<file path="src/rtl/gate_bridge_deadtime_unit.sv">
// -----------------------------------------------------------------------------
// gate_bridge_deadtime_unit
//
// Multi-phase bridge output stage between the PWM/commutation logic and the
// gate-driver pins. Each phase runs a small FSM that inserts a programmable
// dead time before every turn-on. Simultaneous high/low requests are blocked
// and flagged. Driver faults from the active-low nFAULT pin are synchronised
// and latched. A latched fault or a deasserted enable forces every gate off.
//
// Optional build macro:
//   GATE_BRIDGE_NFAULT_FILTER_EN - a fault is accepted only after nfault_s has
//                                  been low for FILTER_LEN consecutive cycles.
//                                  Without it, nfault_s is used directly.
//
// Ports:
//   sys_clk                in  system clock, rising edge
//   reset_n                in  asynchronous active-low reset
//   bridge_enable_in       in  1 = bridge allowed to switch
//   dead_time_in           in  dead time in cycles, sampled on DT-state entry
//   high_side_in           in  per-phase high-side request
//   low_side_in            in  per-phase low-side request
//   gate_driver_nfault_in  in  driver fault, active low, asynchronous
//   fault_clear_in         in  single-cycle pulse, clears the latched fault
//   high_side_out          out registered high-side gates
//   low_side_out           out registered low-side gates
//   fault_latched_out      out sticky driver fault
//   shoot_through_err_out  out sticky per-phase "both sides requested" flag
// -----------------------------------------------------------------------------
module gate_bridge_deadtime_unit #(
   parameter int PHASE_NUM  = 3,
   parameter int DT_WIDTH   = 8,
   parameter int FILTER_LEN = 4
) (
   input  logic                 sys_clk,
   input  logic                 reset_n,
   input  logic                 bridge_enable_in,
   input  logic [DT_WIDTH-1:0]  dead_time_in,
   input  logic [PHASE_NUM-1:0] high_side_in,
   input  logic [PHASE_NUM-1:0] low_side_in,
   input  logic                 gate_driver_nfault_in,
   input  logic                 fault_clear_in,
   output logic [PHASE_NUM-1:0] high_side_out,
   output logic [PHASE_NUM-1:0] low_side_out,
   output logic                 fault_latched_out,
   output logic [PHASE_NUM-1:0] shoot_through_err_out
);

   typedef enum logic [2:0] {
      ST_OFF     = 3'd0,
      ST_DT_HIGH = 3'd1,
      ST_HIGH_ON = 3'd2,
      ST_DT_LOW  = 3'd3,
      ST_LOW_ON  = 3'd4
   } state_t;

   if (FILTER_LEN < 1) begin : g_bad_filter_len
      $error("FILTER_LEN must be at least 1");
   end

   // The synchroniser stores the inverted pin (1 = fault) so that its reset
   // value of 0 reads as "no fault" and a reset never latches a fault.
   logic fault_sync1_q;
   logic fault_sync2_q;
   logic nfault_s;
   logic fault_acc;
   logic fault_q;
   logic fault_set;
   logic fault_clr;
   logic kill;

   always_ff @(posedge sys_clk or negedge reset_n) begin
      if (!reset_n) begin
         fault_sync1_q <= 1'b0;
         fault_sync2_q <= 1'b0;
      end else begin
         fault_sync1_q <= ~gate_driver_nfault_in;
         fault_sync2_q <= fault_sync1_q;
      end
   end

   assign nfault_s = ~fault_sync2_q;

`ifdef GATE_BRIDGE_NFAULT_FILTER_EN
   localparam int FILT_W = $clog2(FILTER_LEN + 1);
   localparam logic [FILT_W-1:0] FILT_MAX = FILT_W'(FILTER_LEN);

   logic [FILT_W-1:0] filt_cnt_q;
   logic [FILT_W-1:0] filt_cnt_d;

   // Counts consecutive low samples, saturates, and restarts on any high.
   always_comb begin
      filt_cnt_d = filt_cnt_q;
      if (nfault_s) begin
         filt_cnt_d = '0;
      end else if (filt_cnt_q != FILT_MAX) begin
         filt_cnt_d = filt_cnt_q + 1'b1;
      end
   end

   always_ff @(posedge sys_clk or negedge reset_n) begin
      if (!reset_n) begin
         filt_cnt_q <= '0;
      end else begin
         filt_cnt_q <= filt_cnt_d;
      end
   end

   assign fault_acc = (filt_cnt_q == FILT_MAX);
`else
   assign fault_acc = ~nfault_s;
`endif

   assign fault_set = fault_acc;
   assign fault_clr = fault_clear_in & nfault_s;

   // Set has priority over a coincident clear.
   always_ff @(posedge sys_clk or negedge reset_n) begin
      if (!reset_n) begin
         fault_q <= 1'b0;
      end else if (fault_set) begin
         fault_q <= 1'b1;
      end else if (fault_clr) begin
         fault_q <= 1'b0;
      end
   end

   assign fault_latched_out = fault_q;

   // A fault being set on this edge already kills the outputs on this edge.
   assign kill = ~bridge_enable_in | fault_q | fault_set;

   for (genvar i = 0; i < PHASE_NUM; i++) begin : g_phase
      state_t              state_q;
      state_t              state_d;
      logic [DT_WIDTH-1:0] cnt_q;
      logic [DT_WIDTH-1:0] cnt_d;
      logic                hs_q;
      logic                ls_q;
      logic                st_err_q;
      logic                req_h;
      logic                req_l;
      logic                req_bad;

      // An illegal 11 request decodes as neither side, i.e. as NONE.
      assign req_h   = high_side_in[i] & ~low_side_in[i];
      assign req_l   = low_side_in[i]  & ~high_side_in[i];
      assign req_bad = high_side_in[i] &  low_side_in[i];

      always_comb begin
         state_d = state_q;
         cnt_d   = cnt_q;
         if (kill) begin
            state_d = ST_OFF;
         end else begin
            case (state_q)
               ST_OFF: begin
                  if (req_h) begin
                     state_d = ST_DT_HIGH;
                     cnt_d   = dead_time_in;
                  end else if (req_l) begin
                     state_d = ST_DT_LOW;
                     cnt_d   = dead_time_in;
                  end
               end
               ST_DT_HIGH: begin
                  if (req_h) begin
                     if (cnt_q == '0) begin
                        state_d = ST_HIGH_ON;
                     end else begin
                        cnt_d = cnt_q - 1'b1;
                     end
                  end else if (req_l) begin
                     state_d = ST_DT_LOW;
                     cnt_d   = dead_time_in;
                  end else begin
                     state_d = ST_OFF;
                  end
               end
               ST_HIGH_ON: begin
                  if (req_l) begin
                     state_d = ST_DT_LOW;
                     cnt_d   = dead_time_in;
                  end else if (!req_h) begin
                     state_d = ST_OFF;
                  end
               end
               ST_DT_LOW: begin
                  if (req_l) begin
                     if (cnt_q == '0) begin
                        state_d = ST_LOW_ON;
                     end else begin
                        cnt_d = cnt_q - 1'b1;
                     end
                  end else if (req_h) begin
                     state_d = ST_DT_HIGH;
                     cnt_d   = dead_time_in;
                  end else begin
                     state_d = ST_OFF;
                  end
               end
               ST_LOW_ON: begin
                  if (req_h) begin
                     state_d = ST_DT_HIGH;
                     cnt_d   = dead_time_in;
                  end else if (!req_l) begin
                     state_d = ST_OFF;
                  end
               end
               default: begin
                  state_d = ST_OFF;
               end
            endcase
         end
      end

      // Gate outputs are registered decodes of the next state, so they always
      // match the state register and can never be high together.
      always_ff @(posedge sys_clk or negedge reset_n) begin
         if (!reset_n) begin
            state_q  <= ST_OFF;
            cnt_q    <= '0;
            hs_q     <= 1'b0;
            ls_q     <= 1'b0;
            st_err_q <= 1'b0;
         end else begin
            state_q  <= state_d;
            cnt_q    <= cnt_d;
            hs_q     <= (state_d == ST_HIGH_ON);
            ls_q     <= (state_d == ST_LOW_ON);
            st_err_q <= st_err_q | req_bad;
         end
      end

      assign high_side_out[i]         = hs_q;
      assign low_side_out[i]          = ls_q;
      assign shoot_through_err_out[i] = st_err_q;
   end

endmodule

</file>
<file path="config.mk">
export PLATFORM = sky130hd
export DESIGN_NAME = gate_bridge_deadtime_unit
export DESIGN_NICKNAME = d
export VERILOG_FILES = /design/src/rtl/gate_bridge_deadtime_unit.sv
export SDC_FILE = /design/constraint.sdc
export NUM_CORES = 1
export LEC_CHECK = 0
export ABC_AREA = 1
export CORE_ASPECT_RATIO = 0.75
export CORE_MARGIN = 4
export CORE_UTILIZATION = 30
export DETAILED_ROUTE_END_ITERATION = 8
export PLACE_DENSITY_LB_ADDON = 0.25
export SYNTH_ARGS = -nofsm -noshare
export SYNTH_HDL_FRONTEND = slang
export SYNTH_SLANG_ARGS = --single-unit
</file>
<file path="constraint.sdc">
create_clock -name sys_clk -period 2.13 [get_ports sys_clk]
set_input_delay 0.3195 -clock sys_clk [delete_from_list [all_inputs] [get_ports sys_clk]]
set_output_delay 0.3195 -clock sys_clk [all_outputs]
set_load 0.03 [all_outputs]
</file>
==> flow_summary_export.csv <==
group,metric,value,unit
global_route,grt_max_degree,31,
critical_path,cp_max_fo,8,
outcome,status,"completed",
global_route,grt_pass1_wl,23400,um
layout,fin_area,5100,um2
clock_network,htree_levels,2,
timing,timing.final.ws_setup,0.304,ns
synthesis,synthTopCellsByArea,"dfrtp_1 (26%), nand2_1 (19%), nor2_1 (11%)",
floorplan,start_util,31.1,%
power,pwr-share-comb,40.4,%
synthesis,syn_area_per_cell,5.78,um2
floorplan,pin_count,29,
synthesis,yosysTopAreaCellShare,26.1,%
power,leakage,2.48,nW
placed_design,port_buffers,28,
critical_path,path_class,"register to register",
routing,drt_iter0_drc,504,
timing,finalClockSkew,0.00669,ns
power,p_sw_share,42.1,%
clock_network,cts-root-buf,"clkbuf_16",
synthesis,synthDistinctLibCells,33,
layout,nNetsFinal,815,
critical_path,critPathCaptureType,"register",
global_route,grt_usage,17.4,%
synthesis,yosysTopAreaCell,"dfrtp_1",
synthesis,syn_area,4310,um2
routing,final_antenna_net_count,0,
synthesis,syn_nets,772,
routing,viasPerCell,4.99,
timing,hold_viol,0,
floorplan,die_y,112,um
clock_network,numCtsBuffers,5,
layout,area_growth,18.2,%
placed_design,dpl_cell_area,4960,um2
clock_network,cts_tree,"yes",
global_route,antenna_found_initial,0,
clock_network,clockBufferDepth,2,
routing,wire_per_inst,14.4,um
clock_network,cts_resized,0,
timing,finalSetupViolCount,0,
placed_design,dp_hpwl,10600,um
floorplan,rows,37,
routing,route.met2.wl,5560,um
layout,diodes,0,
floorplan,core_area,13900,um2
job,cap_viol_max_count,0,
clock_network,cts_hold_buf,0,
power,p_per_area,645,nW/um2
synthesis,ys_seq_elements,45,
critical_path,cp.required,2.32,ns
timing,tightest_slew,0.586,ns
routing,wl_met3,961,um
hold_path,hp-class,"primary input to asynchronous set/reset pin",
placed_design,place_ws,0.0571,ns
floorplan,die_x,146,um
routing,wl,13900,um
timing,fin_crit_sh,85.7,%
power,power.switching,1.38,mW
routing,post-route-drc-count,0,
clock_network,post_cts_buffers,0,
synthesis,yosysWarningCount,0,
synthesis,yosys-top-cells-count,"nand2_1 (213), nor2_1 (125), inv_1 (79)",
layout,n_fill_cell,1529,
placed_design,gp_congestion,0.896,
synthesis,synth_edf_count,0,
synthesis,synthArstFlopShare,100,%
timing,maxSlewViolCount,0,
global_route,grt_pass1_vias,4356,
routing,topRoutingLayerUsed,"met4",
routing,vias,4824,
critical_path,cp.arrival,2.02,ns
timing,finalSetupTns,0,ns
power,share_seq_of_total_power,34.9,%
global_route,grt.overflow.total,0,
routing,wl_met1,7310,um
synthesis,synth-main-ff-cell,"dfrtp_1",
power,ir_worst_vdd,354,uV
clock_network,path_clk_slew,0.07,ns
timing,finalCriticalPeriod,1.83,ns
power,p_clk_share,24.7,%
synthesis,ys_seq_area_share,26.1,%
routing,drt_first_pass_iters,5,
timing,timing.fmax,0.548,GHz
timing,hold_slack,0.0177,ns
synthesis,synth.most_common_cell,"nand2_1",
critical_path,critPathLaunchType,"register",
clock_network,cts.sinks,45,
floorplan,die_area,16400,um2
clock_network,clock_latency,0.30,ns
timing,relSlewSlack,60.9,%
power,cell_internal_pwr,1.90,mW
synthesis,synthCells,747,
timing,rsz0062_at_grt,"no",
layout,drive_above_1_share,7.21,%
==> metal layers <==
layer / vias to the layer above / global-route usage [%]
met3: 9 / 2.56
met5: - / 0
met4: 0 / 2.82
li1: 2496 / -
met2: 168 / 24.8
met1: 2151 / 27.8
==> state kept, by name (all words and copies together), names as in the netlist <==
| register | count |
|---|---|
| fault_sync1_q | 1 |
| g_phase.hs_q | 3 |
| g_phase.st_err_q | 3 |
| g_phase.state_q | 9 |
| fault_latched_out | 1 |
| g_phase.cnt_q | 24 |
| fault_acc | 1 |
| g_phase.ls_q | 3 |
==> path summary, 6_finish.rpt <==
kind	from	to	slack (ns)	cells past startpoint
worst max-delay path	g_phase[2].cnt_q[1]$_DFFE_PN0P_	g_phase[2].cnt_q[2]$_DFFE_PN0P_	0.30	9
worst min-delay path	reset_n	g_phase[2].cnt_q[2]$_DFFE_PN0P_	0.02	1
worst max register to register	g_phase[2].cnt_q[1]$_DFFE_PN0P_	g_phase[2].cnt_q[2]$_DFFE_PN0P_	0.30	9
worst min register to register	fault_sync1_q$_DFF_PN0_	fault_acc$_DFF_PN0_	0.35	0
max in group asynchronous	reset_n	g_phase[1].state_q[1]$_DFF_PN0_	1.56	2
min in group sys_clk	fault_sync1_q$_DFF_PN0_	fault_acc$_DFF_PN0_	0.35	0
==> area by class of cell <==
class / instances / area (um2) / share of cell area, %
Tap cell: 175 / 219 / 4.30
Timing Repair Buffer: 62 / 581 / 11.4
Multi-Input combinational cell: 593 / 2720 / 53.4
Inverter: 83 / 312 / 6.11
Clock buffer: 7 / 133 / 2.60
Clock inverter: 1 / 7.51 / 0.147
Sequential cell: 45 / 1130 / 22.1
==> power groups by stage <==
| stage | sequential [mW] | combinational [mW] | clock (mW) |
|---|---|---|---|
| 3_3_place_gp | 1.16 | 1.32 | 0 |
| 3_5_place_dp | 1.15 | 1.31 | 0 |
| 5_1_grt | 1.17 | 1.54 | 0.874 |
| 6_report | 1.15 | 1.33 | 0.811 |
| 4_1_cts | 1.14 | 1.32 | 0.835 |
| 2_1_floorplan | 1.10 | 0.968 | 0 |
==> worst max-delay path: stages (launching register included) <==
cell and delay (ns):
dfrtp_1 0.43, inv_1 0.14, ha_1 0.18, nand3_1 0.11
nor2_2 0.33, nor2_1 0.18, nand2_1 0.12, nand3_1 0.07
nand2_1 0.09, nand2_1 0.06
==> cell families (layout without fill, tap and decap cells) <==
group / Yosys count / in the layout / synth area share [%]
compound gates: 146 / 146 / 18.1
xor+xnor: 9 / 9 / 1.83
fa+ha+maj: 6 / 6 / 1.74
buf+inv: 109 / 153 / 10.8
flops: 45 / 45 / 26.1
simple gates: 432 / 432 / 41.4
==> stage by stage <==
step	total power, mW	instances	util, %
5_1_grt	3.59	966	36.7
3_3_place_gp	2.47	958	35.7
4_1_cts	3.29	966	36.7
2_1_floorplan	2.07	747	-
6_report	3.29	966	36.7
3_5_place_dp	2.47	958	35.7
==> cell usage in the layout (no fill, tap or decap), types with 12 or more instances in the layout <==
cell type,Yosys,final
clkdlybuf4s50_1,0,27
o21ai_0,61,61
buf_4,13,30
nand2_1,213,213
a21oi_1,60,60
nand3_1,67,67
nand4_1,12,12
inv_1,79,79
nor2_1,125,125
dfrtp_1,45,45
(Power assumes the default switching activity.)
